### src/rtl/period_meter_pkg.sv
// period_meter_pkg: shared state encoding and clock constant for the period meter
package period_meter_pkg;

    localparam int CLK_HZ = 12000000;

    typedef enum logic [1:0] {
        ST_IDLE = 2'd0,
        ST_WAIT = 2'd1,
        ST_MEAS = 2'd2
    } state_t;

endpackage

### src/rtl/period_meter_sync_edge_detect.sv
// sync_edge_detect: synchronizes an async input and emits registered rise/fall pulses
module sync_edge_detect #(
    parameter int SYNC_STAGES = 2
) (
    input  logic clkin,
    input  logic rst,
    input  logic d,
    output logic level,
    output logic rise,
    output logic fall
);

    logic [SYNC_STAGES-1:0] r_sync;
    logic                   r_s_d;
    logic                   r_rise;
    logic                   r_fall;
    logic                   w_s;

    if (SYNC_STAGES < 2) begin : g_bad_stages
        $error("SYNC_STAGES must be at least 2");
    end

    assign w_s   = r_sync[SYNC_STAGES-1];
    assign level = r_s_d;
    assign rise  = r_rise;
    assign fall  = r_fall;

    always_ff @(posedge clkin) begin
        if (rst) begin
            r_sync <= '0;
            r_s_d  <= 1'b0;
            r_rise <= 1'b0;
            r_fall <= 1'b0;
        end else begin
            r_sync <= {r_sync[SYNC_STAGES-2:0], d};
            r_s_d  <= w_s;
            r_rise <= w_s & ~r_s_d;
            r_fall <= ~w_s & r_s_d;
        end
    end

endmodule

### src/rtl/period_meter.sv
// period_meter: measures period and high time of a slow input in clkin cycles
module period_meter
    import period_meter_pkg::*;
#(
    parameter int CNT_W       = 24,
    parameter int TIMEOUT     = CLK_HZ,
    parameter int SYNC_STAGES = 2
) (
    input  logic             clkin,
    input  logic             rst,
    input  logic             sigin,
    input  logic             enable,
    output logic [CNT_W-1:0] period,
    output logic [CNT_W-1:0] high_time,
    output logic             valid,
    output logic             timeout,
    output logic             busy
);

    localparam logic [CNT_W-1:0] TO_LAST = CNT_W'(TIMEOUT - 1);

    if (TIMEOUT < 1 || TIMEOUT >= 2**CNT_W) begin : g_bad_timeout
        $error("TIMEOUT must be in 1 .. 2**CNT_W-1");
    end

    state_t           r_state;
    logic [CNT_W-1:0] r_cnt;
    logic [CNT_W-1:0] r_hi_stage;
    logic [CNT_W-1:0] r_period;
    logic [CNT_W-1:0] r_high;
    logic             r_hi_seen;
    logic             r_valid;
    logic             r_timeout;
    logic             r_busy;
    logic [CNT_W-1:0] w_cnt_inc;
    logic             w_unused_level;
    logic             w_rise;
    logic             w_fall;

    sync_edge_detect #(.SYNC_STAGES(SYNC_STAGES)) u_sync (
        .clkin (clkin),
        .rst   (rst),
        .d     (sigin),
        .level (w_unused_level),
        .rise  (w_rise),
        .fall  (w_fall)
    );

    assign w_cnt_inc = r_cnt + CNT_W'(1);
    assign period    = r_period;
    assign high_time = r_high;
    assign valid     = r_valid;
    assign timeout   = r_timeout;
    assign busy      = r_busy;

    always_ff @(posedge clkin) begin
        if (rst) begin
            r_state    <= ST_IDLE;
            r_cnt      <= '0;
            r_hi_stage <= '0;
            r_period   <= '0;
            r_high     <= '0;
            r_hi_seen  <= 1'b0;
            r_valid    <= 1'b0;
            r_timeout  <= 1'b0;
            r_busy     <= 1'b0;
        end else begin
            r_valid <= 1'b0;
            if (!enable) begin
                r_state   <= ST_IDLE;
                r_busy    <= 1'b0;
                r_cnt     <= '0;
                r_hi_seen <= 1'b0;
            end else begin
                case (r_state)
                    ST_IDLE: begin
                        r_state <= ST_WAIT;
                        r_busy  <= 1'b1;
                        r_cnt   <= '0;
                    end
                    ST_WAIT: begin
                        if (w_rise) begin
                            r_state   <= ST_MEAS;
                            r_cnt     <= '0;
                            r_hi_seen <= 1'b0;
                        end
                    end
                    ST_MEAS: begin
                        // a rise on the last counted cycle still closes a valid period
                        if (w_rise) begin
                            r_period  <= w_cnt_inc;
                            r_high    <= r_hi_seen ? r_hi_stage : w_cnt_inc;
                            r_valid   <= 1'b1;
                            r_timeout <= 1'b0;
                            r_cnt     <= '0;
                            r_hi_seen <= 1'b0;
                        end else if (r_cnt == TO_LAST) begin
                            r_timeout <= 1'b1;
                            r_state   <= ST_WAIT;
                            r_cnt     <= '0;
                        end else begin
                            r_cnt <= w_cnt_inc;
                            if (w_fall && !r_hi_seen) begin
                                r_hi_stage <= w_cnt_inc;
                                r_hi_seen  <= 1'b1;
                            end
                        end
                    end
                    default: begin
                        r_state <= ST_IDLE;
                        r_busy  <= 1'b0;
                    end
                endcase
            end
        end
    end

endmodule
### config.mk
export PLATFORM = sky130hd
export DESIGN_NAME = period_meter
export DESIGN_NICKNAME = d
export VERILOG_FILES = /design/src/rtl/period_meter_pkg.sv /design/src/rtl/period_meter_sync_edge_detect.sv /design/src/rtl/period_meter.sv
export SDC_FILE = /design/constraint.sdc
export NUM_CORES = 1
export LEC_CHECK = 0
export BUFFER_PORTS_ARGS = -buffer_cell sky130_fd_sc_hd__buf_2
export CAP_MARGIN = 20
export CORE_ASPECT_RATIO = 0.7
export CORE_MARGIN = 2
export CORE_UTILIZATION = 50
export CTS_CLUSTER_DIAMETER = 50
export DETAILED_ROUTE_END_ITERATION = 7
export PLACE_DENSITY_LB_ADDON = 0.08
export SLEW_MARGIN = 20
export SYNTH_ARGS = -nofsm -noshare
export SYNTH_HDL_FRONTEND = slang
export SYNTH_SLANG_ARGS = --single-unit
### constraint.sdc
create_clock -name clkin -period 1.77 [get_ports clkin]
set_input_delay 0.0885 -clock clkin [delete_from_list [all_inputs] [get_ports clkin]]
set_output_delay 0.0885 -clock clkin [all_outputs]
set_load 0.1 [all_outputs]
==> results_dict.tcl, run 1 <==
set metrics [dict create \
    wire_per_inst_um 17.2 \
    grt_overflow 0 \
    drt_pre_antenna_iters 5 \
    min_period_over_period_pct 99.2 \
    die_h_um 84.2 \
    root_buffer "clkbuf_16" \
    die_area_mm2 0.00999 \
    first_iter_violations 404 \
    antenna_found_initial 0 \
    port_buffers 54 \
    drt_wl_total_mm 13.2 \
    hold_class "input pin to flop" \
    hold_ws_ns 0.138 \
    synthCells 514 \
    cp_common_cell "and3_4" \
    clk_latency_ns 0.35 \
    initial_utilization_pct 51.1 \
    max_cap_violations 0 \
    synth-edff-count 0 \
    grt_first_pass_wirelength_mm 20.2 \
    areaGrowthSynthToFinish_pct 33.3 \
    peakVddDrop_mv 0.507 \
    viasPerCell 5.65 \
    grt_max_degree 35 \
    rsz0062_at_grt "yes" \
    clock-sinks 107 \
    final_layout_size_suffix_gt1_share_pct 36.3 \
    design_area_mm2 0.00613 \
    path_cells "and3_4 -> and3_4 -> a311oi_4 -> buf_6 -> buf_12 -> mux2i_1 -> nor2_1" \
    fp.dieW_um 119 \
    tritoncts "done" \
    vias 4315 \
    grt_pass1_vias 3856 \
    netlist.area_leader.share_pct 46.6 \
    synth_area_leaders "dfxtp_1 47%, o21ai_0 6.6%, nand2_1 5.4%" \
    postPlaceCellArea_mm2 0.00541 \
    critical_path_class "flop to flop" \
    synth_flop_cell "dfxtp_1" \
    synth-seq-area-share_pct 46.6 \
    placementRows 29 \
    async_flop_share_pct 0 \
    final_antenna_net_count 0 \
    crit_path_max_fanout 6 \
    core_area_mm2 0.00900 \
    hold_viol_final 0 \
    status "completed" \
    skew_ns 0.00664 \
    end_kind "flop" \
    cpPeakStageDelay_ns 0.35 \
    critPathSlowestCell "dfxtp_4" \
    critPathTopFamily "simple AND/OR/NAND/NOR gates" \
    fmax_mhz 569 \
    yosysTopAreaCell "dfxtp_1" \
    ys_warn_count 0 \
    crit_arrival_ns 1.99 \
    gp_congestion 0.970 \
    nets 644 \
    ys_ff_latch 107 \
    drc 0 \
    finalPower_uw 4490 \
    ios 55 \
    yosysUniqueCellTypes 52 \
    leakagePower_uw 0.00232 \
    tightest_slew_ns 0.511 \
    relSlewSlack_pct 66.2 \
    hpwl_mm 8.90 \
    crit_required_ns 2.00 \
    power_density_mw_per_mm2 733 \
    finalSetupViolations 0 \
    synth_area_mm2 0.00460 \
    startpoint_type "flop" \
    cts.path.max_buffers 2 \
    syn-num-nets 523 \
    cts-htree-levels 3 \
    path_clk_slew_ns 0.07 \
    slew_violations 0 \
    post-route-min-period_ns 1.76 \
    cp.buffers_inverters 2 \
    num_antenna_cells 0 \
    cts_made_buffers 9 \
    avgSynthCellArea_um2 8.95 \
    grt_use_total_pct 25.4 \
]
==> per-layer routing <==
layer / wire [µm] / track usage, % / up-vias
li1: - / - / 2079
met1: 6300 / 37.3 / 2042
met2: 5660 / 37.3 / 180
met3: 1070 / 5.77 / 14
met4: 137 / 7.68 / 0
met5: 0 / 0 / -
==> cells in the final DEF (no fill, tap or decap), drive strengths merged, types with 12 or more instances in the layout <==
| master | count |
|---|---|
| a211oi | 23 |
| a21oi | 18 |
| buf | 142 |
| clkbuf | 13 |
| dfxtp | 107 |
| inv | 15 |
| nand2 | 66 |
| nand3 | 16 |
| nand4 | 12 |
| nor2 | 41 |
| o21ai | 62 |
==> logic make-up (layout without fill, tap and decap cells) <==
logic type / Yosys count / after routing / synth area share (%)
flip-flops: 107 / 107 / 46.6
buffers and inverters: 47 / 173 / 4.71
multiplexers: 3 / 3 / 0.653
XOR/XNOR: 20 / 20 / 3.81
AO/OA/AOI/OAI: 142 / 142 / 21.6
AND/OR/NAND/NOR: 190 / 190 / 21.3
adder cells (fa/ha/maj): 5 / 5 / 1.36
==> timing repair <==
item,CTS,global route
hold endpoints to repair,1,0
hold buffers,1,0
resized for setup,13,50
endpoints found under the setup margin,27,68
buffers inserted,7,11
pin swaps,3,24
gates cloned,1,5
==> where the power goes <==
group	internal (µW)	switching [µW]
Sequential	2410	4.42
Combinational	55.5	111
Clock	983	933
==> sequential cells by signal (all words and copies together), names as in the netlist, 2 cells and up <==
register       cells
high_time         24
r_cnt             24
period            24
u_sync.r_sync      2
r_hi_stage        24
r_state            2
==> through the flow <==
step / setup TNS [ns] / instances / setup slack [ns] / utilization (%)
after CTS: 0 / 749 / 0.00458 / 65.0
after global routing: -0.0491 / 764 / -0.0235 / 68.1
final: 0 / 764 / 0.0141 / 68.1
after detailed placement: -0.597 / 724 / -0.0931 / 60.2
after global placement: 0 / 724 / 0.00584 / 60.2
after floorplan: 0 / 514 / 0.0381 / -
==> layout make-up <==
type | instances | area (µm²)
multi-input cells | 360 | 2420
flip-flops and latches | 107 | 2170
clock inverters | 6 | 53.8
fillers | 760 | 2870
repair buffers | 146 | 1060
clock buffers | 10 | 229
well taps | 124 | 155
inverters | 11 | 41.3
==> tightest hold or removal path: stages <==
cell	delay, ns
buf_2	0.15
a31oi_1	0.10
nor2b_1	0.11
==> Yosys cell counts, types with 2 or more instances <==
| cell type | count |
|---|---|
| nand4_1 | 11 |
| a211oi_1 | 4 |
| a22o_1 | 7 |
| inv_1 | 11 |
| nand4b_1 | 7 |
| buf_6 | 3 |
| nand2_1 | 66 |
| nor3_1 | 9 |
| a211oi_2 | 19 |
| and3_1 | 8 |
| a31oi_1 | 9 |
| nand3_1 | 16 |
| a21oi_1 | 18 |
| buf_2 | 11 |
| a32oi_1 | 7 |
| xor2_1 | 10 |
| xnor2_1 | 10 |
| o211ai_1 | 2 |
| mux2i_1 | 3 |
| nand3b_1 | 5 |
| a41oi_1 | 6 |
| clkbuf_1 | 21 |
| ha_1 | 5 |
| nor3b_1 | 2 |
| nor4_1 | 4 |
| o21ai_0 | 61 |
| dfxtp_1 | 107 |
| nor4_2 | 2 |
| nor2_1 | 40 |
| nor2b_1 | 8 |
==> final timing paths <==
kind | startpoint | end | slack (ns) | cells past startpoint
max | r_cnt[17]$_SDFFE_PP0P_ | r_hi_stage[1]$_SDFFE_PP0P_ | 0.01 | 7
min | enable | timeout$_SDFFE_PP0P_ | 0.14 | 3
max reg2reg | r_cnt[17]$_SDFFE_PP0P_ | r_hi_stage[1]$_SDFFE_PP0P_ | 0.01 | 7
min reg2reg | u_sync.r_sync[1]$_SDFF_PP0_ | u_sync.fall$_SDFF_PP0_ | 0.41 | 1
Power figures use the tool's default switching activity.
==> run 2, diff against run 1 <==
Settings changed: CELL_PAD_IN_SITES_DETAIL_PLACEMENT from default to 0, CELL_PAD_IN_SITES_GLOBAL_PLACEMENT from default to 2, CORE_UTILIZATION 50 to 33, CTS_BUF_LIST from default to sky130_fd_sc_hd__clkbuf_2.
==> run 2 against run 1 <==
  * The run now ends with negative setup slack left
  * Critical path type unchanged
  * Largest power group unchanged
  * Wire length is 7.3% higher
  * Clock-buffer cell count stayed put
  * Register-to-register slack worse by 0.04 ns
  * Highest routed layer unchanged
  * Cell count is 9.3% higher
  * Sequential power hardly changed
==> results_dict.tcl, run 2 (synthesis gave the netlist of run 1 again) <==
set metrics [dict create \
    finalPower_uw 3710 \
    grt_first_pass_wirelength_mm 21.9 \
    cts-htree-levels 3 \
    fmax_mhz 556 \
    viasPerCell 5.05 \
    hold_ws_ns 0.248 \
    final.setup.worst_slack_ns -0.0292 \
    peakVddDrop_mv 0.308 \
    first_iter_violations 215 \
    grtUsageMet3_pct 3.54 \
    drt_wl_total_mm 14.1 \
    drc 0 \
    finalSetupViolations 5 \
    tritoncts "done" \
    end_kind "flop" \
    gr-usage-met1_pct 28.6 \
    post-route-min-period_ns 1.80 \
    initial_utilization_pct 33.4 \
    grt_overflow 0 \
    gp_congestion 0.805 \
    final_antenna_net_count 0 \
    grt_use_total_pct 18.8 \
    layout_common_cells "88 x dfxtp_1, 81 x buf_4, 63 x nand2_1, 60 x o21ai_0, 54 x buf_2" \
    final_common_cell "dfxtp_1" \
    grt.busiest_layer "met1" \
    areaGrowthSynthToFinish_pct 33.5 \
    tightest_slew_ns 0.533 \
    critical_path_class "flop to flop" \
    antenna_found_initial 0 \
    grt_max_degree 35 \
    final_layout_size_suffix_gt1_share_pct 37.8 \
    dp_slack_ns -0.164 \
    path_clk_slew_ns 0.32 \
    core_area_mm2 0.0138 \
    num_antenna_cells 0 \
    grt_pass1_vias 3889 \
    relSlewSlack_pct 64.5 \
    nets 649 \
    port_buffers 54 \
    min_period_over_period_pct 102 \
    rsz0062_at_grt "yes" \
    power_density_mw_per_mm2 604 \
    hold_class "input pin to flop" \
    crit_arrival_ns 2.33 \
    die_area_mm2 0.0149 \
    hpwl_mm 9.94 \
    hold_viol_final 0 \
    crit_path_max_fanout 5 \
    fp.dieW_um 145 \
    status "complete, but fails checks" \
    cts_made_buffers 9 \
    slew_violations 0 \
    clock-sinks 107 \
    root_buffer "clkbuf_2" \
    leakagePower_uw 0.00231 \
    crit_required_ns 2.30 \
    die_h_um 103 \
    startpoint_type "flop" \
    drt_pre_antenna_iters 4 \
    max_cap_violations 0 \
    failed_checks "negative setup slack" \
    clk_latency_ns 0.60 \
    postLayoutCoreUtil_pct 44.6 \
    r2r_cells 10 \
    met2_usage_pct 27.4 \
    wire_per_inst_um 16.9 \
    placementRows 36 \
    vias 4220 \
    cts.path.max_buffers 2 \
    ios 55 \
    holdPathStages 3 \
    skew_ns 0.0270 \
]
run 2: path summary, 6_finish.rpt:
path                                               from                     endpoint  slack, ns
worst max register to register    r_cnt[9]$_SDFFE_PP0P_   r_hi_stage[1]$_SDFFE_PP0P_      -0.03
worst max-delay path              r_cnt[9]$_SDFFE_PP0P_   r_hi_stage[1]$_SDFFE_PP0P_      -0.03
worst min-delay path                              sigin  u_sync.r_sync[0]$_SDFF_PP0_       0.25
worst min register to register  u_sync.level$_SDFF_PP0_       u_sync.rise$_SDFF_PP0_       0.43
run 2: layout make-up:
type	instances	area, µm²
fillers	1432	7640
multi-input cells	360	2450
flip-flops and latches	107	2180
repair buffers	151	1130
well taps	190	238
clock inverters	6	56.3
clock buffers	10	50.0
inverters	11	41.3
run 2: critical path, cell delays in order (launching register included):
cell and delay, ns:
dfxtp_4 0.43, buf_6 0.12, nand2_4 0.06, nor4_4 0.04
buf_4 0.14, a311oi_4 0.28, buf_6 0.18, buf_8 0.14
buf_6 0.11, mux2i_2 0.20, nor2_1 0.06
run 2: what timing repair did:
action                                  4_1_cts  5_1_grt
gates cloned                                  0        3
hold buffers                                  3        0
endpoints found under the setup margin       47       69
pin swaps                                     4       20
buffers inserted                              4        4
endpoints found under the hold margin        22        0
resized for setup                            31       42
run 2: metal layers:
metal / vias up / part of all wire [%] / routed length [µm]
met5: - / 0 / 0
met4: 0 / 0.62 / 88
met3: 6 / 3.4 / 480
met2: 77 / 41 / 5820
met1: 2047 / 55 / 7750
li1: 2090 / - / -
run 2: per-stage QoR:
step	instance area [µm²]	setup TNS, ns	std cells
after floorplan	4610	0	514
after global placement	5620	-2.23	805
after detailed placement	5620	-3.31	805
after CTS	5890	-0.0111	828
after global routing	6140	-1.00	835
final	6140	-0.0716	835
run 2: where the power goes:
| group | switching [µW] | internal [µW] | leakage [µW] |
|---|---|---|---|
| sequential | 4.27 | 2420 | 0.000874 |
| combinational | 112 | 47.9 | 0.00137 |
| clock | 897 | 228 | 0.0000670 |
